===== src/rtl/gb_pix_streamer.sv =====
// gb_pix_streamer: streams one raster-order grayscale frame from a linear
// 8-bit pixel memory onto the blur accelerator input stream (arg_1_*).
//
// Ports:
//   clk, rst_n          clock, async active-low reset
//   start               one-cycle frame request, honoured only when idle
//   mem_rd_en/mem_addr  read strobe and linear address (y*IMG_W + x)
//   mem_rd_data         read data, valid one cycle after mem_rd_en
//   arg_1_TDATA/TVALID  pixel out, held stable until TREADY accepts it
//   arg_1_TREADY        accelerator ready (backpressure)
//   busy, done          frame in progress / one-cycle end-of-frame pulse
//   pix_x, pix_y        coordinates of the pixel currently on TDATA
module gb_pix_streamer #(
   parameter int IMG_W = 648,
   parameter int IMG_H = 488,
   parameter int AW    = 19
) (
   input  logic          clk,
   input  logic          rst_n,
   input  logic          start,
   output logic          mem_rd_en,
   output logic [AW-1:0] mem_addr,
   input  logic [7:0]    mem_rd_data,
   output logic [7:0]    arg_1_TDATA,
   output logic          arg_1_TVALID,
   input  logic          arg_1_TREADY,
   output logic          busy,
   output logic          done,
   output logic [9:0]    pix_x,
   output logic [9:0]    pix_y
);

   localparam logic [AW-1:0] LAST_ADDR = AW'(IMG_W * IMG_H - 1);
   localparam logic [9:0]    LAST_X    = 10'(IMG_W - 1);
   localparam logic [9:0]    LAST_Y    = 10'(IMG_H - 1);

   typedef enum logic [1:0] {
      S_IDLE,
      S_RUN,
      S_DRAIN,
      S_DONE
   } state_t;

   state_t        r_state;
   logic [AW-1:0] r_rd_cnt;
   logic [AW-1:0] r_addr;
   logic          r_infl;
   logic          r_tvalid;
   logic [7:0]    r_tdata;
   logic          r_sp_vld;
   logic [7:0]    r_sp_data;
   logic          r_busy;
   logic          r_done;
   logic [9:0]    r_x;
   logic [9:0]    r_y;

   logic          w_pop;
   logic [1:0]    w_fill;
   logic          w_rd;
   logic          w_last_px;

   assign w_pop     = r_tvalid & arg_1_TREADY;
   assign w_fill    = {1'b0, r_tvalid} + {1'b0, r_sp_vld} + {1'b0, r_infl};
   // A slot freed by this cycle's transfer can be refilled by a read issued
   // in the same cycle, which is what sustains one pixel per cycle.
   assign w_rd      = (r_state == S_RUN) &&
                      ((w_fill - {1'b0, w_pop}) < 2'd2);
   assign w_last_px = (r_x == LAST_X) && (r_y == LAST_Y);

   assign mem_rd_en    = w_rd;
   assign mem_addr     = w_rd ? r_rd_cnt : r_addr;
   assign arg_1_TDATA  = r_tdata;
   assign arg_1_TVALID = r_tvalid;
   assign busy         = r_busy;
   assign done         = r_done;
   assign pix_x        = r_x;
   assign pix_y        = r_y;

   always_ff @(posedge clk or negedge rst_n) begin
      if (!rst_n) begin
         r_state   <= S_IDLE;
         r_rd_cnt  <= '0;
         r_addr    <= '0;
         r_infl    <= 1'b0;
         r_tvalid  <= 1'b0;
         r_tdata   <= '0;
         r_sp_vld  <= 1'b0;
         r_sp_data <= '0;
         r_busy    <= 1'b0;
         r_done    <= 1'b0;
         r_x       <= '0;
         r_y       <= '0;
      end else begin
         r_infl <= w_rd;

         if (w_rd) begin
            r_addr   <= r_rd_cnt;
            r_rd_cnt <= (r_rd_cnt == LAST_ADDR) ? '0 : r_rd_cnt + AW'(1);
         end

         // Skid buffer: the output register is refilled from the spare
         // first (older pixel), then from the returning read.
         if (!r_tvalid || w_pop) begin
            if (r_sp_vld) begin
               r_tvalid <= 1'b1;
               r_tdata  <= r_sp_data;
               r_sp_vld <= r_infl;
               if (r_infl) begin
                  r_sp_data <= mem_rd_data;
               end
            end else if (r_infl) begin
               r_tvalid <= 1'b1;
               r_tdata  <= mem_rd_data;
            end else begin
               r_tvalid <= 1'b0;
            end
         end else if (r_infl) begin
            r_sp_vld  <= 1'b1;
            r_sp_data <= mem_rd_data;
         end

         if (w_pop) begin
            if (r_x == LAST_X) begin
               r_x <= '0;
               r_y <= (r_y == LAST_Y) ? '0 : r_y + 10'd1;
            end else begin
               r_x <= r_x + 10'd1;
            end
         end

         r_done <= 1'b0;
         unique case (r_state)
            S_IDLE: begin
               if (start) begin
                  r_state <= S_RUN;
                  r_busy  <= 1'b1;
               end
            end
            S_RUN: begin
               if (w_rd && (r_rd_cnt == LAST_ADDR)) begin
                  r_state <= S_DRAIN;
               end
            end
            S_DRAIN: begin
               if (w_pop && w_last_px) begin
                  r_state <= S_DONE;
                  r_busy  <= 1'b0;
                  r_done  <= 1'b1;
               end
            end
            S_DONE: begin
               r_state <= S_IDLE;
            end
            default: begin
               r_state <= S_IDLE;
            end
         endcase
      end
   end

endmodule


===== config.mk =====
export PLATFORM = sky130hd
export DESIGN_NAME = gb_pix_streamer
export DESIGN_NICKNAME = d
export VERILOG_FILES = /design/src/rtl/gb_pix_streamer.sv
export SDC_FILE = /design/constraint.sdc
export NUM_CORES = 1
export LEC_CHECK = 0
export BUFFER_PORTS_ARGS = -buffer_cell sky130_fd_sc_hd__buf_2
export CORE_ASPECT_RATIO = 0.7
export CORE_MARGIN = 2
export CORE_UTILIZATION = 30
export CTS_CLUSTER_SIZE = 30
export DETAILED_ROUTE_END_ITERATION = 6
export GPL_TIMING_DRIVEN = 0
export PLACE_DENSITY = 0.54
export SLEW_MARGIN = 20
export SYNTH_ARGS = -nofsm -noshare
export SYNTH_HDL_FRONTEND = slang
export SYNTH_SLANG_ARGS = --single-unit

===== constraint.sdc =====
create_clock -name clk -period 3.1 [get_ports clk]
set_clock_uncertainty 0.05 [all_clocks]
set_input_delay 0.155 -clock clk [delete_from_list [all_inputs] [get_ports clk]]
set_output_delay 0.155 -clock clk [all_outputs]
set_load 0.02 [all_outputs]

==> results.json, run 1 <==
{
  "result_of_the_run": "finished clean",
  "ys_top_cells_by_count": "81 x dfrtp_1, 79 x nand2_1, 29 x nor2_1, 19 x xnor2_1, 18 x o21ai_0",
  "holdPathEnd": "r_sp_data[1]$_DFFE_PN0P_",
  "core_area_sq_mm": 0.0119,
  "fmaxAchievable_mhz": 345,
  "timing.reg2reg.setup_slack_ns": 0.30,
  "postSynth.asyncResetShare": 1.00,
  "number_of_vias_per_cell_after_detailed_routing": 4.76,
  "holdPathStages": 2,
  "cts-root-to-sink-buffers": 2,
  "clk-insertion-delay-late_ns": 0.34,
  "grt_first_pass_wirelength_um": 14100,
  "placed_instance_count": 587,
  "final_period_minus_worst_setup_slack_ns": 2.90,
  "cp_endpoint_kind": "primary output",
  "cts.sinks": 81,
  "globalplace.congestion": 0.800,
  "count_of_vias_placed_by_the_detailed_router": 2887,
  "reg2reg_to": "r_state[1]$_DFFE_PN0P_",
  "hp-class": "in -> reg",
  "path_max_fanout": 10,
  "drive_above_1_share": 0.244,
  "number_of_warning_messages_in_the_yosys_log": 0,
  "dieArea_sq_mm": 0.0133,
  "antenna_cells": 0,
  "grt_pass1_vias": 2902,
  "drtAntennaViolNets": 0,
  "timing_worst_setup_path_type": "reg -> out",
  "i_o_pin_count": 63,
  "setup_viol": 0,
  "synth_enable_flop_cells": 0,
  "clock_tree_from_tritoncts": "built",
  "drc_violations_left": 0,
  "synth.top_cells.by_area": "dfrtp_1 55%, nand2_1 8.0%, xnor2_1 4.5%, ha_1 3.0%, nor2_1 2.9%",
  "max_slew_margin": 0.484,
  "rsz0062_at_grt": "no",
  "power_density_mw_per_mm2": 975,
  "netlist_area_sq_mm": 0.00371,
  "synth-compound-area-share": 0.0694,
  "grt_max_degree": 44,
  "reg2reg_depth": 11,
  "synth_seq_area_share": 0.546,
  "synth_fp_nets": 388,
  "vdd_ir_drop_max_uv": 570,
  "synth_most_common_cell": "dfrtp_1",
  "count_of_buffers_inserted_at_the_top_level_ports": 62,
  "synth_cell_type_count": 45,
  "report.final.hold_viol_count": 0,
  "synthFlopType": "dfrtp_1",
  "count_of_filler_cells_inserted_in_the_layout": 1213,
  "grt_antenna_before_repair": 0,
  "syn_avg_cell_area_sq_um": 10.1,
  "num-nets-final": 466,
  "critPathLaunchType": "flip-flop",
  "start_util": 0.312,
  "firstDrtPassIters": 4,
  "finalWirelength_um": 8290,
  "data_arrival_time_of_the_worst_path_ns": 2.70,
  "required_time_of_the_worst_setup_path_ns": 2.89,
  "path_clk_slew_ns": 0.06,
  "multiInputGateArea_sq_mm": 0.00163,
  "largest_family_of_logic_cells_by_synthesized_area": "simple AND/OR/NAND/NOR gates",
  "r2r-start": "arg_1_TVALID$_DFFE_PN0N_",
  "timing_worst_slew_pin_value_ns": 0.768,
  "layout_worst_path_cycle_share": 0.936,
  "chipWidth_um": 137,
  "layout.cells.non_filler": 607,
  "global_route.usage.total": 0.135,
  "synth_to_final_area_change_pct": 25.1,
  "synth-xor-area-share": 0.0542,
  "post-synth-top-area-cell": "dfrtp_1",
  "drt_first_iter_violations": 195,
  "placement_rows": 33,
  "total_power_w": 0.00453,
  "post_synth_and_or_nand_nor_area_fraction": 0.222,
  "power_leakage_nw": 2.25,
  "synth_seq_cells": 81,
  "die-height_um": 97.1,
  "worst_hold_startpoint": "mem_rd_data[1]",
  "total_congestion_overflow": 0,
  "cts.htree.levels": 3,
  "final-max-slew-violation-count": 0,
  "drt-wirelength-per-cell_um": 13.7,
  "synth_cells": 367,
  "tritoncts.num_buffers": 9,
  "synthAdderAreaFrac": 0.0303,
  "seqCellArea_sq_mm": 0.00203,
  "detailed_place_hpwl_um": 5860,
  "clk_root_buffer_cell": "clkbuf_16",
  "post-synth-top-area-fraction": 0.546,
  "maxCapViolCount": 0,
  "hold_slack_final_ns": 0.0131,
  "yosys-mux-area-fraction": 0.0573
}
==> metal layers <==
layer / part of all wire / global-route usage / vias to the layer above
met1: 0.50 / 0.185 / 1391
met5: 0 / 0 / -
met2: 0.43 / 0.202 / 75
met4: 0.010 / 0.0428 / 0
li1: - / - / 1412
met3: 0.058 / 0.0423 / 9
==> how the worst max path moves through the flow <==
stage,slack (ns),end,start,depth (start not counted)
after floorplan,0.13,r_addr[3]$_DFF_PN0_,arg_1_TVALID$_DFFE_PN0N_,11
after global placement,-0.39,mem_addr[16],arg_1_TVALID$_DFFE_PN0N_,12
after detailed placement,-0.39,mem_addr[10],arg_1_TVALID$_DFFE_PN0N_,12
after CTS,0.02,mem_addr[9],arg_1_TVALID$_DFFE_PN0N_,12
after global routing,0.02,mem_addr[9],arg_1_TVALID$_DFFE_PN0N_,12
final,0.20,mem_addr[9],arg_1_TVALID$_DFFE_PN0N_,12
==> metrics by stage <==
step           setup TNS, ns  cell area (sq um)   util  worst slack, ns
2_1_floorplan              0               3710      -            0.132
3_3_place_gp          -10.35               4220  0.355           -0.394
3_5_place_dp          -10.03               4240  0.357           -0.390
4_1_cts                    0               4630  0.390           0.0184
5_1_grt                    0               4650  0.391           0.0157
6_report                   0               4650  0.391            0.199
==> report_power, final <==
group / switching (W) / internal (W)
Clock: 0.000452 / 0.000631
Sequential: 0.000192 / 0.00133
Combinational: 0.00119 / 0.000735
Total: 0.00183 / 0.00269
==> state kept, by name, summed over array words and instances, names as in the netlist <==
signal	flops
r_sp_data	8
r_addr	19
pix_x	10
r_rd_cnt	19
arg_1_TDATA	8
busy	1
r_state	2
arg_1_TVALID	1
r_sp_vld	1
pix_y	10
r_infl	1
done	1
==> critical path, stage by stage (launching register included) <==
cell	delay, ns
dfrtp_2	0.41
nand2_2	0.11
inv_2	0.08
ha_1	0.28
inv_1	0.04
ha_1	0.28
a21oi_2	0.20
mux2i_4	0.32
buf_8	0.15
buf_6	0.13
nand2_1	0.05
o21ai_0	0.10
buf_2	0.21
==> layout make-up <==
class                           count  share of cell area
Clock inverter                      7              0.0167
Timing Repair Buffer               69              0.0835
Multi-Input combinational cell    265               0.350
Sequential cell                    81               0.437
Inverter                           11             0.00889
Clock buffer                        9              0.0485
Tap cell                          157              0.0423
Buffer                              8              0.0135
==> placed cells by master (no fill, tap or decap), types with 4 or more instances in the layout <==
cell type	n
dfrtp_1	80
xor2_1	4
nor2b_1	4
nand4_1	8
buf_2	59
clkbuf_1	4
xnor2_1	19
a21oi_1	15
nand3_1	11
clkbuf_16	9
and3_1	9
buf_4	8
ha_1	9
nor3_1	5
mux2i_1	9
o21ai_0	18
nor2_1	29
inv_1	9
mux2_2	9
nor4_1	4
nand2_1	78
==> cells by family (layout without fill, tap and decap cells) <==
| group | Yosys count | in the layout |
|---|---|---|
| AND/OR/NAND/NOR | 168 | 168 |
| flip-flops | 81 | 81 |
| AO/OA/AOI/OAI | 45 | 45 |
| XOR/XNOR | 23 | 23 |
| buffers and inverters | 21 | 104 |
| multiplexers | 20 | 20 |
| adder cells (fa/ha/maj) | 9 | 9 |
==> repair_timing <==
action / 4_1_cts / 5_1_grt
endpoints found under the setup margin: 45 / 20
pin swaps: 0 / 1
hold buffers: 2 / 0
hold endpoints to repair: 43 / 0
gates resized for setup: 17 / 6
buffers inserted: 4 / 0
cloned: 0 / 0
Note: power is estimated with default switching activity, not from simulation.
==> run 2, diff against run 1 <==
CTS_BUF_LIST = sky130_fd_sc_hd__clkbuf_8   (was not set)
==> results.json, run 2 (synthesis results as in run 1) <==
{
  "result_of_the_run": "finished clean",
  "fmaxAchievable_mhz": 344,
  "antenna_cells": 0,
  "final-max-slew-violation-count": 0,
  "timing_worst_setup_path_type": "reg -> out",
  "count_of_vias_placed_by_the_detailed_router": 2894,
  "power_leakage_nw": 2.24,
  "global_route.usage.total": 0.136,
  "placement_rows": 33,
  "synth_to_final_area_change_pct": 24.4,
  "dieArea_sq_mm": 0.0133,
  "detailed_place_hpwl_um": 5860,
  "count_of_buffers_inserted_at_the_top_level_ports": 62,
  "num-nets-final": 473,
  "clk-insertion-delay-late_ns": 0.37,
  "cts.htree.levels": 3,
  "report.final.hold_viol_count": 0,
  "drt_first_iter_violations": 194,
  "p_seq_frac": 0.357,
  "clkPwrFrac": 0.188,
  "vdd_ir_drop_max_uv": 608,
  "grt_antenna_before_repair": 0,
  "globalplace.congestion": 0.800,
  "path_clk_slew_ns": 0.09,
  "layout_worst_path_cycle_share": 0.939,
  "critPathLaunchType": "flip-flop",
  "timing_worst_slew_pin_value_ns": 0.761,
  "postLayoutCoreUtil": 0.388,
  "clk_root_buffer_cell": "clkbuf_8",
  "total_congestion_overflow": 0,
  "drt-wirelength-per-cell_um": 13.5,
  "grt_pass1_vias": 2939,
  "total_power_w": 0.00425,
  "setup_viol": 0,
  "mostFrequentLayoutCell": "dfrtp_1",
  "chipWidth_um": 137,
  "final_period_minus_worst_setup_slack_ns": 2.91,
  "cellInternalPower_w": 0.00246,
  "switching_share": 0.422,
  "layout.cells.non_filler": 614,
  "drtAntennaViolNets": 0,
  "tritoncts.num_buffers": 9,
  "start_util": 0.312,
  "grt_max_degree": 44,
  "path_max_fanout": 10,
  "required_time_of_the_worst_setup_path_ns": 2.89,
  "cts.sinks": 81,
  "biggestRegsByFlops": "r_addr x19, r_rd_cnt x19",
  "clock_tree_from_tritoncts": "built",
  "placed_instance_count": 587,
  "net-switching-power_w": 0.00180,
  "max_slew_margin": 0.489,
  "rsz0062_at_grt": "no",
  "data_arrival_time_of_the_worst_path_ns": 2.71,
  "cp_endpoint_kind": "primary output",
  "cts-root-to-sink-buffers": 2,
  "core_area_sq_mm": 0.0119,
  "drive_above_1_share": 0.239,
  "maxCapViolCount": 0,
  "power_density_mw_per_mm2": 921,
  "combPwrFrac": 0.455,
  "drc_violations_left": 0,
  "die-height_um": 97.1,
  "finalWirelength_um": 8270,
  "i_o_pin_count": 63,
  "hp-class": "in -> reg",
  "number_of_vias_per_cell_after_detailed_routing": 4.71,
  "firstDrtPassIters": 4,
  "grt_first_pass_wirelength_um": 14200,
  "mostFrequentLayoutCells": "81 x dfrtp_1, 78 x nand2_1, 57 x buf_2"
}
-- run 2: power groups by stage --
stage	Sequential (W)	Combinational, W	Clock, W
finish	0.00152	0.00194	0.000800
floorplan	0.00161	0.00103	0
global route	0.00155	0.00216	0.000879
CTS	0.00152	0.00192	0.000840
global placement	0.00153	0.00165	0
detailed placement	0.00154	0.00169	0
-- run 2: timing repair --
action / in CTS / in global routing
setup endpoints to repair: 45 / 20
setup buffers: 4 / 0
resized for setup: 17 / 8
endpoints found under the hold margin: 50 / 0
hold buffers: 9 / 0
pin swaps: 0 / 1
-- run 2: final cells by class --
cell class              instances  area [sq um]
inverters                      11          41.3
fillers                      1221          7270
plain buffers                   8          62.6
flip-flops and latches         81          2030
clock inverters                 7          77.6
multi-input cells             265          1630
well taps                     157           196
clock buffers                   9           124
repair buffers                 76           463
-- run 2: metal layers --
| layer | routed length [um] | vias up | GRT usage |
|---|---|---|---|
| li1 | - | 1424 | - |
| met1 | 4130 | 1385 | 0.185 |
| met2 | 3590 | 75 | 0.206 |
| met3 | 472 | 10 | 0.0438 |
| met4 | 78 | 0 | 0.0428 |
| met5 | 0 | - | 0 |
-- run 2: final timing paths --
kind                                     startpoint                          to  slack (ns)  cells after the start
max reg2reg                arg_1_TVALID$_DFFE_PN0N_      r_state[1]$_DFFE_PN0P_        0.31                     11
min reg2reg                    r_addr[13]$_DFF_PN0_        r_addr[13]$_DFF_PN0_        0.42                      2
max                        arg_1_TVALID$_DFFE_PN0N_                 mem_addr[1]        0.19                     12
min                                           start            busy$_DFFE_PN0P_        0.05                      3
max in group asynchronous                     rst_n        r_addr[13]$_DFF_PN0_        2.10                      3
min in group asynchronous                     rst_n  arg_1_TDATA[2]$_DFFE_PN0P_        0.27                      2
-- run 2: critical path, stage by stage (launching register included) --
cell and delay, ns:
dfrtp_1 0.40, nand2_2 0.11, inv_2 0.08, ha_1 0.28
inv_1 0.04, ha_1 0.28, a21oi_2 0.20, mux2i_4 0.32
buf_8 0.15, buf_4 0.17, nand2_1 0.07, nand2_1 0.08
buf_2 0.16
-- run 2: metrics by stage --
step | setup TNS [ns] | area (sq um) | hold WS, ns | worst slack [ns]
after floorplan | 0 | 3710 | -0.191 | 0.132
after global placement | -10.35 | 4220 | 0.358 | -0.394
after detailed placement | -10.03 | 4240 | 0.149 | -0.390
after CTS | 0 | 4600 | 0.0296 | 0.0251
after global routing | 0 | 4620 | 0.0617 | 0.0138
final | 0 | 4620 | 0.0523 | 0.190
